--- config.mk ---
export PLATFORM = sky130hd
export DESIGN_NAME = msp_trace_ctrl
export DESIGN_NICKNAME = d
export VERILOG_FILES = /design/src/rtl/msp_trace_ctrl_pkg.sv /design/src/rtl/msp_trace_ctrl_ram.sv /design/src/rtl/msp_trace_ctrl.sv
export SDC_FILE = /design/constraint.sdc
export NUM_CORES = 1
export LEC_CHECK = 0
export BUFFER_PORTS_ARGS = -buffer_cell sky130_fd_sc_hd__buf_2
export CORE_AREA = 2 2 330 332
export DETAILED_ROUTE_END_ITERATION = 6
export DIE_AREA = 0 0 332 334
export GPL_TIMING_DRIVEN = 0
export SLEW_MARGIN = 20
export SYNTH_ARGS = -nofsm -noshare
export SYNTH_HDL_FRONTEND = slang
export SYNTH_SLANG_ARGS = --single-unit
export TNS_END_PERCENT = 30
--- constraint.sdc ---
create_clock -name mclk -period 15.3 [get_ports mclk]
set_input_delay 3.06 -clock mclk [delete_from_list [all_inputs] [get_ports mclk]]
set_output_delay 3.06 -clock mclk [all_outputs]
set_load 0.02 [all_outputs]
--- src/rtl/msp_trace_ctrl_pkg.sv ---
// Shared types and entry layout for the openMSP430 instruction-trace controller.
// Entry layout, MSB to LSB: {irq, pc[15:0], ir[15:0], cyc[CYC_W-1:0]}.
package msp_trace_ctrl_pkg;

    typedef enum logic [1:0] {
        TrcIdle  = 2'd0,
        TrcArmed = 2'd1,
        TrcPost  = 2'd2,
        TrcDone  = 2'd3
    } trc_state_e;

    localparam int unsigned ENTRY_FIXED_W = 33;

    function automatic int unsigned entry_w(input int unsigned cyc_w);
        return cyc_w + ENTRY_FIXED_W;
    endfunction

    function automatic int unsigned ir_lsb(input int unsigned cyc_w);
        return cyc_w;
    endfunction

    function automatic int unsigned pc_lsb(input int unsigned cyc_w);
        return cyc_w + 16;
    endfunction

    function automatic int unsigned irq_lsb(input int unsigned cyc_w);
        return cyc_w + 32;
    endfunction

endpackage

--- src/rtl/msp_trace_ctrl_ram.sv ---
// Trace buffer storage: DEPTH x W array, one synchronous write port, one asynchronous read port.
module msp_trace_ctrl_ram #(
    parameter int unsigned DEPTH = 16,
    parameter int unsigned W     = 41,
    localparam int unsigned AW   = $clog2(DEPTH)
) (
    input  logic          mclk,
    input  logic          we,
    input  logic [AW-1:0] waddr,
    input  logic [W-1:0]  wdata,
    input  logic [AW-1:0] raddr,
    output logic [W-1:0]  rdata
);

    logic [W-1:0] mem [DEPTH];

    always_ff @(posedge mclk) begin
        if (we) begin
            mem[waddr] <= wdata;
        end
    end

    assign rdata = mem[raddr];

endmodule

--- src/rtl/msp_trace_ctrl.sv ---
// Instruction-trace capture controller: records one entry per decode into a circular buffer
// around a PC trigger, then drains the stored trace through a valid/ready read port.
module msp_trace_ctrl
    import msp_trace_ctrl_pkg::*;
#(
    parameter int unsigned DEPTH  = 16,
    parameter int unsigned CYC_W  = 8,
    localparam int unsigned AW    = $clog2(DEPTH),
    localparam int unsigned EW    = CYC_W + 33
) (
    input  logic          mclk,
    input  logic          puc_rst_n,
    input  logic          decode,
    input  logic [15:0]   pc,
    input  logic [15:0]   ir,
    input  logic          irq_detect,
    input  logic          arm,
    input  logic          abort,
    input  logic          trig_en,
    input  logic [15:0]   trig_pc,
    input  logic [AW-1:0] post_cnt,
    input  logic          rd_ready,
    output logic          rd_valid,
    output logic [EW-1:0] rd_data,
    output logic [1:0]    trc_state,
    output logic          trig_hit,
    output logic          overflow,
    output logic [AW:0]   count
);

    localparam int unsigned IR_LSB   = ir_lsb(CYC_W);
    localparam int unsigned PC_LSB   = pc_lsb(CYC_W);
    localparam int unsigned IRQ_LSB  = irq_lsb(CYC_W);
    localparam logic [AW:0] COUNT_FULL = (AW + 1)'(DEPTH);

    trc_state_e      state_q, state_d;
    logic [AW-1:0]   wr_ptr_q, rd_ptr_q, post_q;
    logic [AW:0]     count_q;
    logic [CYC_W-1:0] cyc_q;
    logic            trig_hit_q, overflow_q;

    logic            capturing, wr_en, trig_match, arm_ok, full, pop;
    logic [EW-1:0]   wr_entry;

    assign capturing  = (state_q == TrcArmed) || (state_q == TrcPost);
    assign wr_en      = capturing && decode && !abort;
    assign trig_match = !trig_en || (pc == trig_pc);
    assign arm_ok     = arm && !abort && (state_q == TrcIdle);
    assign full       = (count_q == COUNT_FULL);
    assign pop        = rd_valid && rd_ready;

    always_comb begin
        wr_entry                       = '0;
        wr_entry[CYC_W-1:0]            = cyc_q;
        wr_entry[IR_LSB +: 16]         = ir;
        wr_entry[PC_LSB +: 16]         = pc;
        wr_entry[IRQ_LSB]              = irq_detect;
    end

    // State register
    always_ff @(posedge mclk) begin
        if (!puc_rst_n) begin
            state_q <= TrcIdle;
        end else begin
            state_q <= state_d;
        end
    end

    // Next-state logic; abort overrides everything
    always_comb begin
        state_d = state_q;
        if (abort) begin
            state_d = TrcIdle;
        end else begin
            case (state_q)
                TrcIdle:  if (arm) state_d = TrcArmed;
                TrcArmed: if (decode && trig_match) begin
                    state_d = (post_cnt == '0) ? TrcDone : TrcPost;
                end
                TrcPost:  if (decode && (post_q == AW'(1))) state_d = TrcDone;
                TrcDone:  if (pop && (count_q == (AW + 1)'(1))) state_d = TrcIdle;
                default:  state_d = TrcIdle;
            endcase
        end
    end

    // Outputs
    always_comb begin
        rd_valid  = (state_q == TrcDone) && (count_q != '0);
        trc_state = state_q;
        trig_hit  = trig_hit_q;
        overflow  = overflow_q;
        count     = count_q;
    end

    // Cycle-delta counter, saturating
    always_ff @(posedge mclk) begin
        if (!puc_rst_n) begin
            cyc_q <= '0;
        end else if (decode || arm_ok) begin
            cyc_q <= '0;
        end else if (cyc_q != '1) begin
            cyc_q <= cyc_q + CYC_W'(1);
        end
    end

    // Pointers, occupancy, post-trigger counter and sticky flags
    always_ff @(posedge mclk) begin
        if (!puc_rst_n) begin
            wr_ptr_q   <= '0;
            rd_ptr_q   <= '0;
            count_q    <= '0;
            post_q     <= '0;
            trig_hit_q <= 1'b0;
            overflow_q <= 1'b0;
        end else if (abort) begin
            wr_ptr_q <= '0;
            rd_ptr_q <= '0;
            count_q  <= '0;
            post_q   <= '0;
        end else if (arm_ok) begin
            wr_ptr_q   <= '0;
            rd_ptr_q   <= '0;
            count_q    <= '0;
            post_q     <= '0;
            trig_hit_q <= 1'b0;
            overflow_q <= 1'b0;
        end else if (wr_en) begin
            wr_ptr_q <= wr_ptr_q + AW'(1);
            if (full) begin
                // Oldest entry is overwritten; only pre-trigger loss counts as overflow
                rd_ptr_q <= rd_ptr_q + AW'(1);
                if (state_q == TrcArmed) begin
                    overflow_q <= 1'b1;
                end
            end else begin
                count_q <= count_q + (AW + 1)'(1);
            end
            if (state_q == TrcArmed && trig_match) begin
                trig_hit_q <= 1'b1;
                post_q     <= post_cnt;
            end else if (state_q == TrcPost) begin
                post_q <= post_q - AW'(1);
            end
        end else if (pop) begin
            rd_ptr_q <= rd_ptr_q + AW'(1);
            count_q  <= count_q - (AW + 1)'(1);
        end
    end

    msp_trace_ctrl_ram #(
        .DEPTH (DEPTH),
        .W     (EW)
    ) u_ram (
        .mclk  (mclk),
        .we    (wr_en),
        .waddr (wr_ptr_q),
        .wdata (wr_entry),
        .raddr (rd_ptr_q),
        .rdata (rd_data)
    );

endmodule

# Word-level counts from Yosys, hierarchy flattened

Memories as Yosys holds them, arrays and structs flattened. A register that Yosys moved wholly into a read port is not among the register bits.
Cells that the tools add are included.

Register bits after elaboration: 29
RAM bits: 656
Output and inout bits: 51
Memories: 1
Logic and storage cells: 89

Add/sub/neg operators: 6
Mux-type cells: 25
Eq/ne operators: 14
Bitwise logic cells: 2
Reductions and logical operators: 33

Memory list:

| name      | words | width | read ports | clocked after memory_dff | wr ports | RTL line                 | RTL |
|---|---|---|---|---|---|---|---|
| u_ram.mem | 16    | 41    | 1          | 1                        | 1        | msp_trace_ctrl_ram.sv:15 | `logic [W-1:0] mem [DEPTH];` |

Operators by type and width:

| operator              | count |
|---|---|
| $mux W4               | 7 |
| $eq A16 B16 Y1        | 1 |
| $mux W5               | 3 |
| $reduce_bool A2 Y1    | 6 |
| $logic_and A1 B1 Y1   | 10 |
| $mux W1               | 10 |
| $add A4 B1 Y4 const B | 2 |
| $add A8 B1 Y8 const B | 1 |
| $mux W2               | 4 |
| $ne A2 B2 Y1 const B  | 4 |
| $ne A8 B8 Y1 const B  | 1 |
| $pmux W2 S4           | 1 |
| $reduce_and A4 Y1     | 2 |
| $reduce_and A2 Y1     | 3 |
| $add A5 B1 Y5 const B | 1 |
| $eq A5 B1 Y1 const B  | 1 |
| $eq A5 B5 Y1 const B  | 1 |
| $reduce_bool A5 Y1    | 1 |
| $sub A5 B1 Y5 const B | 1 |
| $eq A2 B2 Y1 const B  | 2 |
| $eq A4 B1 Y1 const B  | 1 |
| $logic_not A4 Y1      | 1 |
| $ne A2 B1 Y1 const B  | 2 |
| $reduce_or A2 Y1      | 2 |
| 8 further kinds       | 12 |

# Longest topological paths before layout

Depth after elaboration: 8
Depth in mapped cells: 8
Gate-level depth less buffers: 7

# By module

Synthesis repeated with hierarchy kept, for this count alone.

Cells, all modules: 1,232
Area, all modules: 26,370.3 µm²

By module, submodules not included:

| module             | sequential area each (µm²) | area an instance (µm²) | times used | cells an instance |
|---|---|---|---|---|
| msp_trace_ctrl_ram | 19,698.9                   | 24,548.5               | 1          | 1,025 |
| msp_trace_ctrl     | 580.6                      | 1,821.7                | 1          | 207 |

# Least setup slack after synthesis

No wires, ideal clock.

Kind: input port to flip-flop
From: input abort
To: memory u_ram.mem[3][0] (enable)
Data arrival time: 6.535 ns
Library setup time: 0.490 ns
Setup slack: 8.275 ns
Required time: 14.810 ns
Stages on the path: 5
Cells stage by stage: and3b_1 buf_6 buf_2 nand2_1 nor3_1

Word-level cells in the longest chain between the ends: 4

RTL lines:

| what                          | RTL line                 | RTL |
|---|---|---|
| start, declared               | msp_trace_ctrl.sv:18     | `input logic abort,` |
| $logic_not A1 Y1              | msp_trace_ctrl.sv:46     | `assign wr_en = capturing && decode && !abort;` |
| $logic_and A1 B1 Y1           | msp_trace_ctrl.sv:46     |  |
| $mux W1                       | msp_trace_ctrl_ram.sv:18 | `if (we) begin` |
| $mux W1 (implied by the code) | msp_trace_ctrl_ram.sv:19 | `mem[waddr] <= wdata;` |
| end, declared                 | msp_trace_ctrl_ram.sv:15 |  |

Every way passes these cells.

==> flow_metrics.env <==
export IMPL_num_rows=121
export IMPL_status="complete, no violations"
export IMPL_routedWlPerCell_um=22.5
export IMPL_synth_top_family_by_area="multiplexers"
export IMPL_finalSetupTns_ns=0
export IMPL_wl_um=64500
export IMPL_timing_critical_path_slowest_cell_delay_ns=0.74
export IMPL_regArea_mm2=0.0204
export IMPL_clk_latency_ns=0.62
export IMPL_fmax_ghz=0.153
export IMPL_crit_path_end_kind="primary output"
export IMPL_synth_edf_count=656
export IMPL_async_flop_share=0
export IMPL_cp_start_kind="register"
export IMPL_arrival_ns=3.47
export IMPL_synth_simple_area_share=0.0198
export IMPL_vias=12800
export IMPL_power_density_mw_per_mm2=119
export IMPL_core_mm2=0.108
export IMPL_utilization=0.302
export IMPL_yosysWarnings=0
export IMPL_io_buffer_count=110
export IMPL_grt_max_degree=22
export IMPL_cts_buffers=72
export IMPL_syn_nets=1226
export IMPL_cp_top_family="buffers and inverters"
export IMPL_required_ns=12.24
export IMPL_drc=0
export IMPL_cts_buffer_depth=3
export IMPL_skew_ns=0.0188
export IMPL_yosysTopAreaCell="edfxtp_1"
export IMPL_maxCapViolCount=0
export IMPL_crit_buf_inv=3
export IMPL_timing_hold_ws_ns=0.485
export IMPL_grt_use_total=0.115
export IMPL_finalCritPeriodShare=0.427
export IMPL_finalHoldViolCount=0
export IMPL_crit_type="register to primary output"
export IMPL_cts_setup_buffers=0
export IMPL_hpwl_um=42900
export IMPL_ys_seq_area_frac=0.764
export IMPL_drive_gt1_frac=0.359
export IMPL_grt_pass1_wl_um=93800
export IMPL_dieWidth_um=332
export IMPL_antenna_found_initial=10
export IMPL_nets=1471
export IMPL_hp_class="register to register"
export IMPL_synth_fa_ha_area_frac=0.00798
export IMPL_syn_inst=1149
export IMPL_multi_input_area_mm2=0.00604
export IMPL_htree_levels=3
export IMPL_avgSynthCellArea_um2=23.2
export IMPL_fill_cells=10300
export IMPL_netlist_area_mm2=0.0267
export IMPL_vias_per_cell=4.46
export IMPL_cts_root_buf="clkbuf_16"
export IMPL_layout_min_cycle_time_ns=6.53
export IMPL_cts_hold_buffers=0
export IMPL_ys_seq_elements=689
export IMPL_drtIter0Drc=1209
export IMPL_synth_compound_area_share=0.00972
export IMPL_yosys_most_used_dff="edfxtp_1"
export IMPL_leakage_nw=9.93
export IMPL_cp_slowest_cell="clkbuf_1"
export IMPL_dr_pass1_iters=5
export IMPL_syn2layout_area_growth_pct=21.9
export IMPL_crit_fanout=10
export IMPL_rsz0062_at_grt="no"
export IMPL_grt_pass1_vias=13600
export IMPL_synth_most_common_cell="edfxtp_1"
export IMPL_cts_tree="built"
export IMPL_muxShareOfSynthArea=0.175
export IMPL_relSlewSlack=0.367
export IMPL_place_congestion=0.723
export IMPL_globalRouteOverflowTotal=0
export IMPL_synth_xor_area_frac=0.0102
export IMPL_vdd_drop_max_v=0.0000717
export IMPL_synth_cell_types=46
export IMPL_synth_common_cells="edfxtp_1 (656), mux4_2 (205), nor2_1 (36), dfxtp_1 (33), xnor2_1 (25)"
export IMPL_yosys_area_top_type_share=0.739
export IMPL_clk_pin_slew_ns=0.06
export IMPL_synth_area_top_cells="edfxtp_1 (74%), mux4_2 (17%), dfxtp_1 (2.5%)"
export IMPL_crit_chain="clkbuf_1 -> clkbuf_1 -> mux4_2 -> mux4_2 -> buf_2"
export IMPL_final_antenna_net_count=0
export IMPL_cts_sinks=689
export IMPL_die_area_mm2=0.111
export IMPL_setup_viol_count_final=0
export IMPL_initial_utilization=0.247
export IMPL_cts_resized=0
export IMPL_tightest_slew_ns=0.946
export IMPL_io_pins=111
export IMPL_slew_viol_final=0
export IMPL_chipHeight_um=334
## where the power goes
part           internal [mW]  total, mW  switching (mW)
Combinational         0.0186     0.0617          0.0431
Clock                   1.02       1.73           0.714
Sequential              2.06       2.06         0.00216
Total                   3.10       3.85           0.759
## final timing paths
kind	start	slack, ns	depth (start not counted)	to
max reg2reg	trc_state[1]	11.87	10	u_ram.mem[1][14]
min reg2reg	trig_hit	0.49	2	trig_hit
max	register	8.77	5	rd_data[2]
min	trig_hit	0.49	2	trig_hit
## worst reg2reg max path, stage by stage, from the launching register on
cell	delay, ns
dfxtp_1	0.43
inv_1	0.13
ha_1	0.35
and3b_1	0.19
buf_6	0.13
buf_2	0.25
nand2_1	0.28
nor3_2	0.68
buf_4	0.32
buf_4	0.21
buf_6	0.16
## layer usage
| layer | part of all wire | global-route usage | vias up |
|---|---|---|---|
| met4 | 0.023 | 0.0365 | 4 |
| met3 | 0.054 | 0.0179 | 106 |
| met5 | 0.00048 | 0 | - |
| met2 | 0.50 | 0.199 | 360 |
| li1 | - | - | 5397 |
| met1 | 0.42 | 0.149 | 6917 |
## sequential cells by signal, summed over array words and instances (netlist names), named ones only
signal	flops
count	5
cyc_q	8
overflow	1
post_q	4
rd_ptr_q	4
trc_state	2
trig_hit	1
u_ram.mem	656
wr_ptr_q	4
## metrics by stage
stage / power (mW) / std cells / setup slack [ns] / area [um^2]
floorplan: 2.13 / 1149 / 8.27 / 26700
global placement: 2.16 / 2673 / 4.02 / 29000
detailed placement: 2.17 / 2734 / 9.29 / 30200
CTS: 3.89 / 2864 / 8.66 / 32500
global route: 3.96 / 2864 / 8.63 / 32500
finish: 3.85 / 2865 / 8.77 / 32500
## logic make-up after synthesis
family,after synthesis
adders and majority gates,17
and+or+nand+nor,106
muxes,209
AOI/OAI and AO/OA,31
xor gates and xnor gates,31
DFF,689
buffers and inverters,66
## area by class of cell
type,count,share of cell area
diodes,1,0.0000770
plain buffers,53,0.00993
clock buffers,93,0.0595
clock inverters,37,0.0123
inverters,13,0.00150
multi-input cells,394,0.186
flip-flops and latches,689,0.626
well taps,1414,0.0544
repair buffers,171,0.0501
## placed cells by master, fill, tap and decap left out, types with 4 or more instances in the layout
| cell type | instances |
|---|---|
| a21oi_1 | 5 |
| buf_1 | 5 |
| buf_16 | 29 |
| buf_2 | 113 |
| buf_4 | 32 |
| buf_6 | 17 |
| bufinv_16 | 7 |
| clkbuf_1 | 41 |
| clkbuf_16 | 74 |
| clkinv_1 | 17 |
| clkinv_2 | 5 |
| clkinv_8 | 4 |
| dfxtp_1 | 33 |
| edfxtp_1 | 656 |
| ha_1 | 17 |
| inv_1 | 13 |
| inv_6 | 4 |
| mux4_2 | 205 |
| nand2_1 | 18 |
| nand2b_1 | 4 |
| nand3_1 | 10 |
| nand4_1 | 14 |
| nor2_1 | 24 |
| nor2_4 | 12 |
| nor3_1 | 4 |
| nor3_2 | 4 |
| o21ai_0 | 5 |
| o221ai_1 | 4 |
| xnor2_1 | 25 |
| xor2_1 | 6 |
Note: power is estimated with default switching activity, not from simulation.
